[src/rtl/fifo_pkg.sv]
// Shared helpers for the parametrised FIFO family.
//   clog2  : ceiling log2, usable in constant expressions
//   addr_w : address width needed to index a FIFO of the given depth
package fifo_pkg;

    function automatic int unsigned clog2(input int unsigned value);
        int unsigned result;
        result = 0;
        for (int i = 0; i < 32; i++) begin
            if ((32'd1 << i) < value) begin
                result = i + 1;
            end
        end
        return result;
    endfunction

    function automatic int unsigned addr_w(input int unsigned depth);
        return clog2(depth);
    endfunction

endpackage

[src/rtl/sync_fifo_ram.sv]
// Storage array for sync_fifo_param: one synchronous write port, one
// asynchronous read port. Contents are not reset.
//   clk    in   write clock, rising edge
//   we     in   write enable
//   waddr  in   write address
//   wdata  in   write data
//   raddr  in   read address
//   rdata  out  read data (combinational from raddr)
module sync_fifo_ram #(
    parameter int unsigned WIDTH  = 8,
    parameter int unsigned DEPTH  = 16,
    parameter int unsigned ADDR_W = 4
) (
    input  logic              clk,
    input  logic              we,
    input  logic [ADDR_W-1:0] waddr,
    input  logic [WIDTH-1:0]  wdata,
    input  logic [ADDR_W-1:0] raddr,
    output logic [WIDTH-1:0]  rdata
);

    logic [WIDTH-1:0] mem [DEPTH];

    always_ff @(posedge clk) begin
        if (we) begin
            mem[waddr] <= wdata;
        end
    end

    assign rdata = mem[raddr];

endmodule

[src/rtl/sync_fifo_param.sv]
// Parametrised single-clock FIFO with programmable almost-full/almost-empty
// thresholds, occupancy count, optional first-word-fall-through, synchronous
// flush and sticky overflow/underflow flags.
//   clk, rst                  clock (rising) / async active-high reset
//   wr, datain                write request and data
//   rd, dataout               read request and data
//   full, empty               count == DEPTH / count == 0
//   almost_full, almost_empty count >= AF_THRESH / count <= AE_THRESH
//   count                     occupancy 0..DEPTH
//   flush                     synchronous clear of contents
//   clr_err                   synchronous clear of overflow/underflow
//   overflow, underflow       sticky error flags
module sync_fifo_param
    import fifo_pkg::*;
#(
    parameter int unsigned WIDTH     = 8,
    parameter int unsigned DEPTH     = 16,
    parameter int unsigned AF_THRESH = 12,
    parameter int unsigned AE_THRESH = 2,
    parameter int unsigned FWFT      = 0,
    localparam int unsigned ADDR_W   = addr_w(DEPTH)
) (
    input  logic              clk,
    input  logic              rst,
    input  logic              wr,
    input  logic [WIDTH-1:0]  datain,
    input  logic              rd,
    output logic [WIDTH-1:0]  dataout,
    output logic              full,
    output logic              empty,
    output logic              almost_full,
    output logic              almost_empty,
    output logic [ADDR_W:0]   count,
    input  logic              flush,
    input  logic              clr_err,
    output logic              overflow,
    output logic              underflow
);

    typedef logic [ADDR_W:0] ptr_t;

    localparam ptr_t PTR_ONE = ptr_t'(1);
    localparam ptr_t DEPTH_C = ptr_t'(DEPTH);
    localparam ptr_t AF_C    = ptr_t'(AF_THRESH);
    localparam ptr_t AE_C    = ptr_t'(AE_THRESH);

    ptr_t wr_ptr_q, wr_ptr_d;
    ptr_t rd_ptr_q, rd_ptr_d;
    ptr_t cnt_q, cnt_d;
    logic full_q, full_d;
    logic empty_q, empty_d;
    logic af_q, af_d;
    logic ae_q, ae_d;
    logic ovf_q, ovf_d;
    logic udf_q, udf_d;
    logic wr_ok, rd_ok;
    logic [WIDTH-1:0] rdata;

    // Acceptance uses the registered flags, i.e. the pre-edge state.
    assign wr_ok = wr & ~full_q & ~flush;
    assign rd_ok = rd & ~empty_q & ~flush;

    always_comb begin
        wr_ptr_d = wr_ptr_q;
        rd_ptr_d = rd_ptr_q;
        if (flush) begin
            wr_ptr_d = '0;
            rd_ptr_d = '0;
        end else begin
            if (wr_ok) wr_ptr_d = wr_ptr_q + PTR_ONE;
            if (rd_ok) rd_ptr_d = rd_ptr_q + PTR_ONE;
        end

        // Flags are decoded from the next pointer pair and registered, so no
        // wr/rd-to-flag combinational path exists at the outputs.
        cnt_d   = wr_ptr_d - rd_ptr_d;
        full_d  = (cnt_d == DEPTH_C);
        empty_d = (cnt_d == '0);
        af_d    = (cnt_d >= AF_C);
        ae_d    = (cnt_d <= AE_C);

        // A new error outranks clr_err; flush masks errors for that cycle.
        ovf_d = ovf_q;
        udf_d = udf_q;
        if (clr_err) begin
            ovf_d = 1'b0;
            udf_d = 1'b0;
        end
        if (wr && full_q && !flush)  ovf_d = 1'b1;
        if (rd && empty_q && !flush) udf_d = 1'b1;
    end

    always_ff @(posedge clk or posedge rst) begin
        if (rst) begin
            wr_ptr_q <= '0;
            rd_ptr_q <= '0;
            cnt_q    <= '0;
            full_q   <= 1'b0;
            empty_q  <= 1'b1;
            af_q     <= 1'b0;
            ae_q     <= 1'b1;
            ovf_q    <= 1'b0;
            udf_q    <= 1'b0;
        end else begin
            wr_ptr_q <= wr_ptr_d;
            rd_ptr_q <= rd_ptr_d;
            cnt_q    <= cnt_d;
            full_q   <= full_d;
            empty_q  <= empty_d;
            af_q     <= af_d;
            ae_q     <= ae_d;
            ovf_q    <= ovf_d;
            udf_q    <= udf_d;
        end
    end

    sync_fifo_ram #(
        .WIDTH  (WIDTH),
        .DEPTH  (DEPTH),
        .ADDR_W (ADDR_W)
    ) u_ram (
        .clk   (clk),
        .we    (wr_ok),
        .waddr (wr_ptr_q[ADDR_W-1:0]),
        .wdata (datain),
        .raddr (rd_ptr_q[ADDR_W-1:0]),
        .rdata (rdata)
    );

    if (FWFT != 0) begin : g_fwft
        // Head word is always presented; a read simply advances past it.
        assign dataout = rdata;
    end else begin : g_std
        logic [WIDTH-1:0] dout_q;
        always_ff @(posedge clk or posedge rst) begin
            if (rst) begin
                dout_q <= '0;
            end else if (rd_ok) begin
                dout_q <= rdata;
            end
        end
        assign dataout = dout_q;
    end

    assign full         = full_q;
    assign empty        = empty_q;
    assign almost_full  = af_q;
    assign almost_empty = ae_q;
    assign count        = cnt_q;
    assign overflow     = ovf_q;
    assign underflow    = udf_q;

endmodule
[config.mk]
export PLATFORM = sky130hd
export DESIGN_NAME = sync_fifo_param
export DESIGN_NICKNAME = d
export VERILOG_FILES = /design/src/rtl/fifo_pkg.sv /design/src/rtl/sync_fifo_ram.sv /design/src/rtl/sync_fifo_param.sv
export SDC_FILE = /design/constraint.sdc
export NUM_CORES = 1
export LEC_CHECK = 0
export BUFFER_PORTS_ARGS = -buffer_cell sky130_fd_sc_hd__buf_4
export CORE_MARGIN = 5
export CORE_UTILIZATION = 45
export CTS_BUF_LIST = sky130_fd_sc_hd__clkbuf_4
export DETAILED_ROUTE_END_ITERATION = 7
export MAX_ROUTING_LAYER = met4
export PLACE_DENSITY = 0.7
export SYNTH_ARGS = -nofsm -noshare
export SYNTH_HDL_FRONTEND = slang
export SYNTH_SLANG_ARGS = --single-unit
[constraint.sdc]
create_clock -name clk -period 6.55 [get_ports clk]
set_clock_uncertainty 0.05 [all_clocks]
set_input_delay 0.655 -clock clk [delete_from_list [all_inputs] [get_ports clk]]
set_output_delay 0.655 -clock clk [all_outputs]
set_load 0.01 [all_outputs]
Yosys cells after proc, flatten, opt, wreduce, memory -nomap -nowiden
Memory sizes are Yosys's and may differ from the RTL's. A register that Yosys moved wholly into a read port is not among the register bits. Cells that the tools add are included.

Output and inout bits: 19. Register bits: 21. Memories kept: 1. Word-level logic and storage cells: 40. RAM bits: 128. Bits of input ports: 14.

Bitwise operators: 7. Reduce and logical (&&, ||, !) cells: 8. Magnitude comparators: 2. Equality and inequality tests: 1. $add $sub $neg: 3. Muxes and demuxes: 9.

Memories: u_ram.mem (words 16, bits a word 8, read ports 1, clocked after memory_dff 1, wr ports 1, RTL line sync_fifo_ram.sv:22) `logic [WIDTH-1:0] mem [DEPTH];`.

Operators with widths (count): $mux 5 (4); $add 5x1->5 const B (2); $eq 5x5->1 const B (1); $ge 5x4->1 const B (1); $le 5x2->1 const B (1); $logic_not 5->1 (1); $mux 1 (5); $sub 5x5->5 (1); $and 1x1->1 (4); $logic_and 1x1->1 (4); $reduce_bool 2->1 (2); $not 1->1 (3); $logic_not 1->1 (1).

Logic depth before layout (Yosys ltp)
Gate-level depths: netlist of run 1.

Depth in word-level cells: 7. Gate-level depth with buffers: 12. Depth with buffers taken out: 11.

Modules after synthesis
From an unflattened synthesis of run 1, not the netlist that was laid out.

Cells, all modules: 354. Area total of the unflattened synthesis: 6457.4 um^2.

By module, submodules not included: sync_fifo_ram (area an instance 4987.3 um^2, seq. area each 3843.7 um^2, instances 1, cells an instance 221); sync_fifo_param (area an instance 1470.2 um^2, seq. area each 728.2 um^2, instances 1, cells an instance 133).

Worst setup path after synthesis of run 1
Ideal clock, no wire load.

Path kind: input port to flip-flop. From: in wr. To: reg af_q, in the netlist almost_full. Path buffers: 1. Setup slack: 3.714 ns. Arrival time: 2.662 ns. Library setup time: 0.124 ns. Stages: 11. Data required time: 6.376 ns. Path through: nor2b_1 -> clkbuf_1 -> xnor2_1 -> or2_2 -> ha_1 -> fa_1 -> nor2b_1 -> o21a_1 -> a311oi_1 -> and3_4 -> a211o_1.

Word-level cells in the longest chain between the ends: 6.

Ends and longest elaborated chain: start, declared (RTL line sync_fifo_param.sv:25) `input logic wr,`; $and 1x1->1 (2 in a row) (RTL line sync_fifo_param.sv:60) `assign wr_ok = wr & ~full_q & ~flush;`; $mux 5 (RTL line sync_fifo_param.sv:70) `if (wr_ok) wr_ptr_d = wr_ptr_q + PTR_ONE;`; $mux 5 (RTL line sync_fifo_param.sv:66) `if (flush) begin`; $sub 5x5->5 (RTL line sync_fifo_param.sv:76) `cnt_d = wr_ptr_d - rd_ptr_d;`; $ge 5x4->1 (RTL line sync_fifo_param.sv:79) `af_d = (cnt_d >= AF_C);`; via af_d (RTL line sync_fifo_param.sv:52) `logic af_q, af_d;`; end signal, assigned (RTL line sync_fifo_param.sv:100) `af_q <= 1'b0;`; end signal, assigned (RTL line sync_fifo_param.sv:110) `af_q <= af_d;`; end, declared (RTL line sync_fifo_param.sv:52).

The timed path passes the listed nets, and every way through them passes these cells. A chain may end at the register's enable or synchronous reset.

Worst setup path after layout of run 1
From: reg empty_q, in the netlist empty. To: reg full_q, in the netlist full.

Word-level cells in the longest chain between the ends: 7.

Ends and longest elaborated chain: start, declared (RTL line sync_fifo_param.sv:51) `logic empty_q, empty_d;`; start signal, assigned (RTL line sync_fifo_param.sv:109) `empty_q <= empty_d;`; $not 1->1 (RTL line sync_fifo_param.sv:61) `assign rd_ok = rd & ~empty_q & ~flush;`; $and 1x1->1 (2 in a row) (RTL line sync_fifo_param.sv:61); $mux 5 (RTL line sync_fifo_param.sv:71) `if (rd_ok) rd_ptr_d = rd_ptr_q + PTR_ONE;`; $mux 5 (RTL line sync_fifo_param.sv:66); via rd_ptr_d[0] (RTL line sync_fifo_param.sv:48) `ptr_t rd_ptr_q, rd_ptr_d;`; $sub 5x5->5 (RTL line sync_fifo_param.sv:76); $eq 5x5->1 (RTL line sync_fifo_param.sv:77) `full_d = (cnt_d == DEPTH_C);`; via full_d (RTL line sync_fifo_param.sv:50) `logic full_q, full_d;`; end signal, assigned (RTL line sync_fifo_param.sv:108) `full_q <= full_d;`; end, declared (RTL line sync_fifo_param.sv:50).

The timed path passes the listed nets, and every way through them passes these cells.

==> flow_metrics.env, run 1 <==
export IMPL_drt_pass1_iter_count=4
export IMPL_start_util_pct=45.78
export IMPL_max_freq_ghz=0.3266
export IMPL_cp_end_kind="register"
export IMPL_grt_usage_pct=16.39
export IMPL_comb_power_share_pct=17.0
export IMPL_p_sw_share_pct=26.43
export IMPL_powerDensity_nw_per_um2=297.5
export IMPL_register_area_um2=4573
export IMPL_status="finished clean"
export IMPL_synth_edf_count=128
export IMPL_maxCapViolations=0
export IMPL_synth_top_cell_area_share_pct=60.72
export IMPL_synthCells=357
export IMPL_root_buffer="clkbuf_4"
export IMPL_grt_pass1_vias=3375
export IMPL_setup_violations=0
export IMPL_syn_nets=381
export IMPL_yosysMostFrequentCell="edfxtp_1"
export IMPL_timing_rr_start="empty$_DFF_PP1_"
export IMPL_cts_tree="yes"
export IMPL_clkTransAtPathRegs_ns=0.13
export IMPL_internal_power_mw=1.543
export IMPL_min_period_ns=3.062
export IMPL_cts_made_buffers=17
export IMPL_vias=3244
export IMPL_cp_required_ns=6.99
export IMPL_die_area_um2=16540
export IMPL_multi_input_area_um2=1627
export IMPL_rsz0062_at_grt="false"
export IMPL_cts_sinks=157
export IMPL_p_seq_share_pct=56.2
export IMPL_worstHoldPathType="input port to async pin"
export IMPL_synth_cell_type_count=46
export IMPL_drive_gt1_share_pct=27.38
export IMPL_setup_total_negative_slack_ns=0
export IMPL_power_mw=2.098
export IMPL_drt_wirelength_per_cell_um=20.75
export IMPL_slew_headroom_pct=38.12
export IMPL_place_gp_congestion=0.8718
export IMPL_ys_seq_area_share_pct=72.23
export IMPL_peakVddDrop_mv=0.1128
export IMPL_reg2reg_depth=10
export IMPL_core_um2=13830
export IMPL_ys_ff_latch=157
export IMPL_post_cts_resized=0
export IMPL_worstSkewPairLatency_ns=0.55
export IMPL_cp_arrival_ns=3.50
export IMPL_ff2ff_setup_slack_ns=3.49
export IMPL_yosys_area_top_type="edfxtp_1"
export IMPL_endpoint="full$_DFF_PP0_"
export IMPL_clock_path_buffers=2
export IMPL_io_pins=33
export IMPL_syn_area_um2=6330
export IMPL_reg2reg_to="full$_DFF_PP0_"
export IMPL_overflow=0
export IMPL_ctsHoldBuffers=0
export IMPL_yosys_warnings=0
export IMPL_critical_path_class="register to register"
export IMPL_start_kind="register"
export IMPL_netlist_top_cells_area="edfxtp_1 (61%), mux4_2 (11%), dfrtp_1 (11%)"
export IMPL_synth_main_ff_cell="edfxtp_1"
export IMPL_h_tree_depth=4
export IMPL_synth_common_cells="edfxtp_1 (128), mux4_2 (32), dfrtp_1 (27)"
export IMPL_p_leak_nw=2.447
export IMPL_drv_slew=0
export IMPL_fill_cells=1157
export IMPL_areaGrowthSynthToFinish_pct=11.41
export IMPL_finalWirelength_um=12240
export IMPL_die_w_um=128.6
export IMPL_critPathMaxFanout=18
export IMPL_final_hold_violation_count=0
export IMPL_clkPwrFrac_pct=26.8
export IMPL_route_detailed_drc=0
export IMPL_avgSynthCellArea_um2=17.73
export IMPL_cp_startpoint="empty$_DFF_PP1_"
export IMPL_dieHeight_um=128.6
export IMPL_io_buffers=32
export IMPL_fin_nets=421
export IMPL_post_cts_buffers=0
export IMPL_antenna_left=0
export IMPL_worst_pin_slew_ns=0.9248
export IMPL_dp_hpwl_um=7888
export IMPL_drt_first_iter_violations=225
export IMPL_synth_async_reset_ratio_pct=18.47
export IMPL_antenna_found_initial=1
export IMPL_p_sw_uw=554.4
export IMPL_row_count=43
export IMPL_via_per_inst=5.498
export IMPL_grt_pass1_wl_um=19130
export IMPL_timing_final_crit_share_pct=46.74
export IMPL_grt_max_degree=35
[per-stage QoR]
| step | hold WS (ns) | instance area [um2] | utilization, % | setup WS (ns) | std cells |
|---|---|---|---|---|---|
| global placement | 0.4185 | 6778 | 49.02 | 3.304 | 558 |
| floorplan | 0.4662 | 6330 | - | 3.714 | 357 |
| CTS | 0.09029 | 7049 | 50.98 | 3.519 | 589 |
| detailed placement | 0.4308 | 6778 | 49.02 | 3.194 | 558 |
| global route | 0.1252 | 7052 | 51.00 | 3.350 | 590 |
| finish | 0.1176 | 7052 | 51.00 | 3.488 | 590 |
[state kept, by name, indices dropped and copies added (netlist names), 5 cells and up]
register,count
u_ram.mem,128
dataout,8
count,5
rd_ptr_q,5
wr_ptr_q,5
[layout make-up]
| class | count | area share, % |
|---|---|---|
| tap | 180 | 3.194 |
| clock inverter | 14 | 2.040 |
| sequential | 157 | 64.85 |
| clock buffer | 17 | 1.810 |
| multi-input combinational | 167 | 23.07 |
| timing repair buffer | 40 | 4.258 |
| antenna | 1 | 0.03549 |
| inverter | 14 | 0.7452 |
[cells by family (layout without fill, tap and decap cells)]
| logic type | after synthesis | in the layout | synth area share [%] |
|---|---|---|---|
| xor gates and xnor gates | 7 | 7 | 0.9686 |
| other | 0 | 1 | 0 |
| AOI/OAI and AO/OA | 44 | 44 | 5.258 |
| adders and majority gates | 10 | 10 | 2.095 |
| buffers and inverters | 33 | 85 | 2.155 |
| and+or+nand+nor | 73 | 73 | 5.752 |
| muxes | 33 | 33 | 11.54 |
| DFF | 157 | 157 | 72.23 |
[per-layer routing]
layer | share of wire, % | up-vias | track usage (%)
met5 | 0 | - | -
met4 | 1.4 | 0 | 5.930
met2 | 50 | 75 | 25.62
met3 | 5.0 | 11 | 3.985
met1 | 44 | 1666 | 21.09
li1 | - | 1492 | -
[cells in the final DEF, fill, tap and decap left out, drive strengths merged, types with 3 or more instances in the layout]
master  Yosys  final
clkinv      0      6
a221oi      9      9
ha          9      9
inv        14     18
dfrtp      27     27
buf         9     40
a22o        8      8
nand3b      3      3
a21oi       3      3
xor2        5      5
mux4       32     32
nor2       22     22
nand2      17     17
clkbuf     10     17
nor3b       3      3
nor2b       5      5
edfxtp    128    128
or2         5      5
nor3        7      7
o21ai      11     11
[worst min path at each step]
stage | from | end | slack [ns] | cells past startpoint
finish | rst | dataout[1]$_DFFE_PP0N_ | 0.12 | 3
floorplan | dataout[0]$_DFFE_PP0N_ | dataout[0]$_DFFE_PP0N_ | 0.47 | 2
CTS | rst | wr_ptr_q[3]$_DFF_PP0_ | 0.09 | 3
global placement | dataout[4]$_DFFE_PP0N_ | dataout[4]$_DFFE_PP0N_ | 0.42 | 2
global route | rst | dataout[1]$_DFFE_PP0N_ | 0.13 | 3
detailed placement | dataout[1]$_DFFE_PP0N_ | dataout[1]$_DFFE_PP0N_ | 0.43 | 2
[power groups by stage]
stage	logic, mW	registers, mW	clock network (mW)
2_1_floorplan	0.195	1.22	0
3_5_place_dp	0.363	1.20	0
5_1_grt	0.394	1.19	0.620
3_3_place_gp	0.355	1.20	0
6_report	0.357	1.18	0.562
4_1_cts	0.364	1.18	0.576
[worst max-delay path, cell delays in order (launching register included)]
cell,delay [ns]
dfstp_2,0.60
nor2b_1,0.08
nand2b_1,0.49
xor2_1,0.20
nor2_1,0.09
ha_1,0.22
fa_1,0.41
nor2b_1,0.16
o21ai_0,0.15
a221o_1,0.40
a21oi_1,0.16
(Power assumes the default switching activity.)
==> run 2: changes to the inputs <==
clock period = 3.2 ns   (was 6.55 ns; I/O delays follow)
==> run 2 against run 1 <==
Sequential share of layout area is 0.87 points lower. Non-clock buffer count is 15 higher. Cell count is 2.5% higher. First-iteration DRC count is 33% higher. Critical path depth is 1 lower. Critical path type unchanged. Final area is 1.4% higher. Combinational power is 110% higher. Sequential power is 100% higher. Via count is 3.0% higher. Clock-buffer cell count stayed put.
==> flow_metrics.env, run 2 (synthesized netlist as in run 1, its figures left out) <==
export IMPL_cp_end_kind="register"
export IMPL_drt_pass1_iter_count=4
export IMPL_place_gp_congestion=0.8014
export IMPL_grt_met2_usage_pct=25.31
export IMPL_worstSkewPairLatency_ns=0.55
export IMPL_cts_tree="yes"
export IMPL_grt_max_degree=33
export IMPL_finalWirelength_um=12100
export IMPL_dieHeight_um=128.6
export IMPL_worst_pin_slew_ns=0.8874
export IMPL_timing_final_crit_share_pct=90.16
export IMPL_p_seq_share_pct=57.7
export IMPL_io_pins=33
export IMPL_post_cts_buffers=0
export IMPL_root_buffer="clkbuf_4"
export IMPL_final_cell_mix="edfxtp_1 (128), buf_4 (44), mux4_2 (32)"
export IMPL_maxCapViolations=0
export IMPL_cp_arrival_ns=3.31
export IMPL_p_leak_nw=2.496
export IMPL_drt_first_iter_violations=299
export IMPL_overflow=0
export IMPL_final_common_cell="edfxtp_1"
export IMPL_h_tree_depth=4
export IMPL_grt_util_met1_pct=21.40
export IMPL_areaGrowthSynthToFinish_pct=12.93
export IMPL_fin_nets=436
export IMPL_final_core_util_pct=51.70
export IMPL_dp_hpwl_um=7656
export IMPL_via_per_inst=5.521
export IMPL_row_count=43
export IMPL_max_stage_delay_ns=0.42
export IMPL_cts_made_buffers=17
export IMPL_setup_total_negative_slack_ns=0
export IMPL_ctsHoldBuffers=11
export IMPL_power_mw=4.169
export IMPL_start_util_pct=45.78
export IMPL_peakVddDrop_mv=0.2071
export IMPL_clkTransAtPathRegs_ns=0.12
export IMPL_grt_usage_pct=16.51
export IMPL_comb_power_share_pct=17.9
export IMPL_drv_slew=0
export IMPL_critPathMostFrequentCell="nor2b_1"
export IMPL_vias=3340
export IMPL_post_cts_resized=0
export IMPL_critPathMaxFanout=7
export IMPL_p_sw_share_pct=26.22
export IMPL_clkPwrFrac_pct=24.4
export IMPL_antenna_left=0
export IMPL_route_detailed_drc=0
export IMPL_drt_wirelength_per_cell_um=19.99
export IMPL_rsz0062_at_grt="false"
export IMPL_antenna_found_initial=1
export IMPL_final_hold_violation_count=0
export IMPL_critical_path_class="register to register"
export IMPL_grt_busiest_layer="met2"
export IMPL_die_area_um2=16540
export IMPL_internal_power_mw=3.076
export IMPL_grt_pass1_wl_um=19380
export IMPL_drive_gt1_share_pct=26.18
export IMPL_die_w_um=128.6
export IMPL_max_freq_ghz=0.3466
export IMPL_start_kind="register"
export IMPL_status="finished clean"
export IMPL_p_sw_mw=1.093
export IMPL_clock_path_buffers=2
export IMPL_largest_reg_flops=128
export IMPL_worstHoldPathType="input port to register"
export IMPL_crit_chain="nor2b_1, xnor2_1, or2_2, ha_1, fa_1, nor2b_1, o21ai_0, a221o_1, a21oi_1"
export IMPL_met3_usage_pct=4.110
export IMPL_min_period_ns=2.885
export IMPL_slew_headroom_pct=40.62
export IMPL_setup_violations=0
export IMPL_cts_sinks=157
export IMPL_cp_required_ns=3.62
export IMPL_io_buffers=32
export IMPL_crit_slowest_cell="dfrtp_1"
export IMPL_grt_pass1_vias=3451
export IMPL_core_um2=13830
export IMPL_top_register="u_ram.mem"
export IMPL_powerDensity_nw_per_um2=583.2
## run 2: area by class of cell
cell class	instances	area [um2]
Fill cell	1132	6679
Inverter	14	52.55
Tap cell	180	225.2
Sequential cell	157	4573
Timing Repair Buffer	55	440.4
Multi-Input combinational cell	167	1622
Antenna cell	1	2.502
Clock inverter	14	105.1
Clock buffer	17	127.6
## run 2: worst max-delay path, delay by kind of cell (launching register included)
kind                       cells  cell delay (ns)
AOI/OAI and AO/OA              3             0.71
adders and majority gates      2             0.63
DFF                            1             0.42
and+or+nand+nor                3             0.90
xor gates and xnor gates       1             0.11
## run 2: path summary, 6_finish.rpt
path / start / endpoint / slack (ns) / cells after the start
max: full$_DFF_PP0_ / full$_DFF_PP0_ / 0.31 / 9
min: datain[1] / u_ram.mem[3][1]$_DFFE_PP_ / 0.05 / 1
max reg2reg: full$_DFF_PP0_ / full$_DFF_PP0_ / 0.31 / 9
min reg2reg: dataout[2]$_DFFE_PP0N_ / dataout[2]$_DFFE_PP0N_ / 0.45 / 2
max in group asynchronous: rst / almost_empty$_DFF_PP1_ / 2.15 / 4
min in group asynchronous: rst / dataout[3]$_DFFE_PP0N_ / 0.25 / 3
## run 2: metal layers
| metal | up-vias | part of all wire [%] |
|---|---|---|
| li1 | 1516 | - |
| met1 | 1720 | 44 |
| met2 | 85 | 49 |
| met3 | 19 | 5.0 |
| met4 | 0 | 1.9 |
| met5 | - | 0 |
## run 2: through the flow
stage                     cells  hold WS, ns  setup slack, ns  area [um2]
final                       605      0.05413           0.3150        7148
after global placement      562       0.2806           0.4647        6803
after global routing        605      0.01257           0.1127        7148
after CTS                   604     0.004026           0.3336        7146
after floorplan             357       0.3466           0.4290        6330
after detailed placement    562       0.2928           0.3575        6803
## run 2: power by group through the flow
stage	Sequential [mW]	Combinational (mW)	Clock, mW
finish	2.41	0.745	1.02
global route	2.43	0.822	1.15
CTS	2.41	0.758	1.05
detailed placement	2.45	0.744	0
global placement	2.45	0.726	0
floorplan	2.49	0.398	0
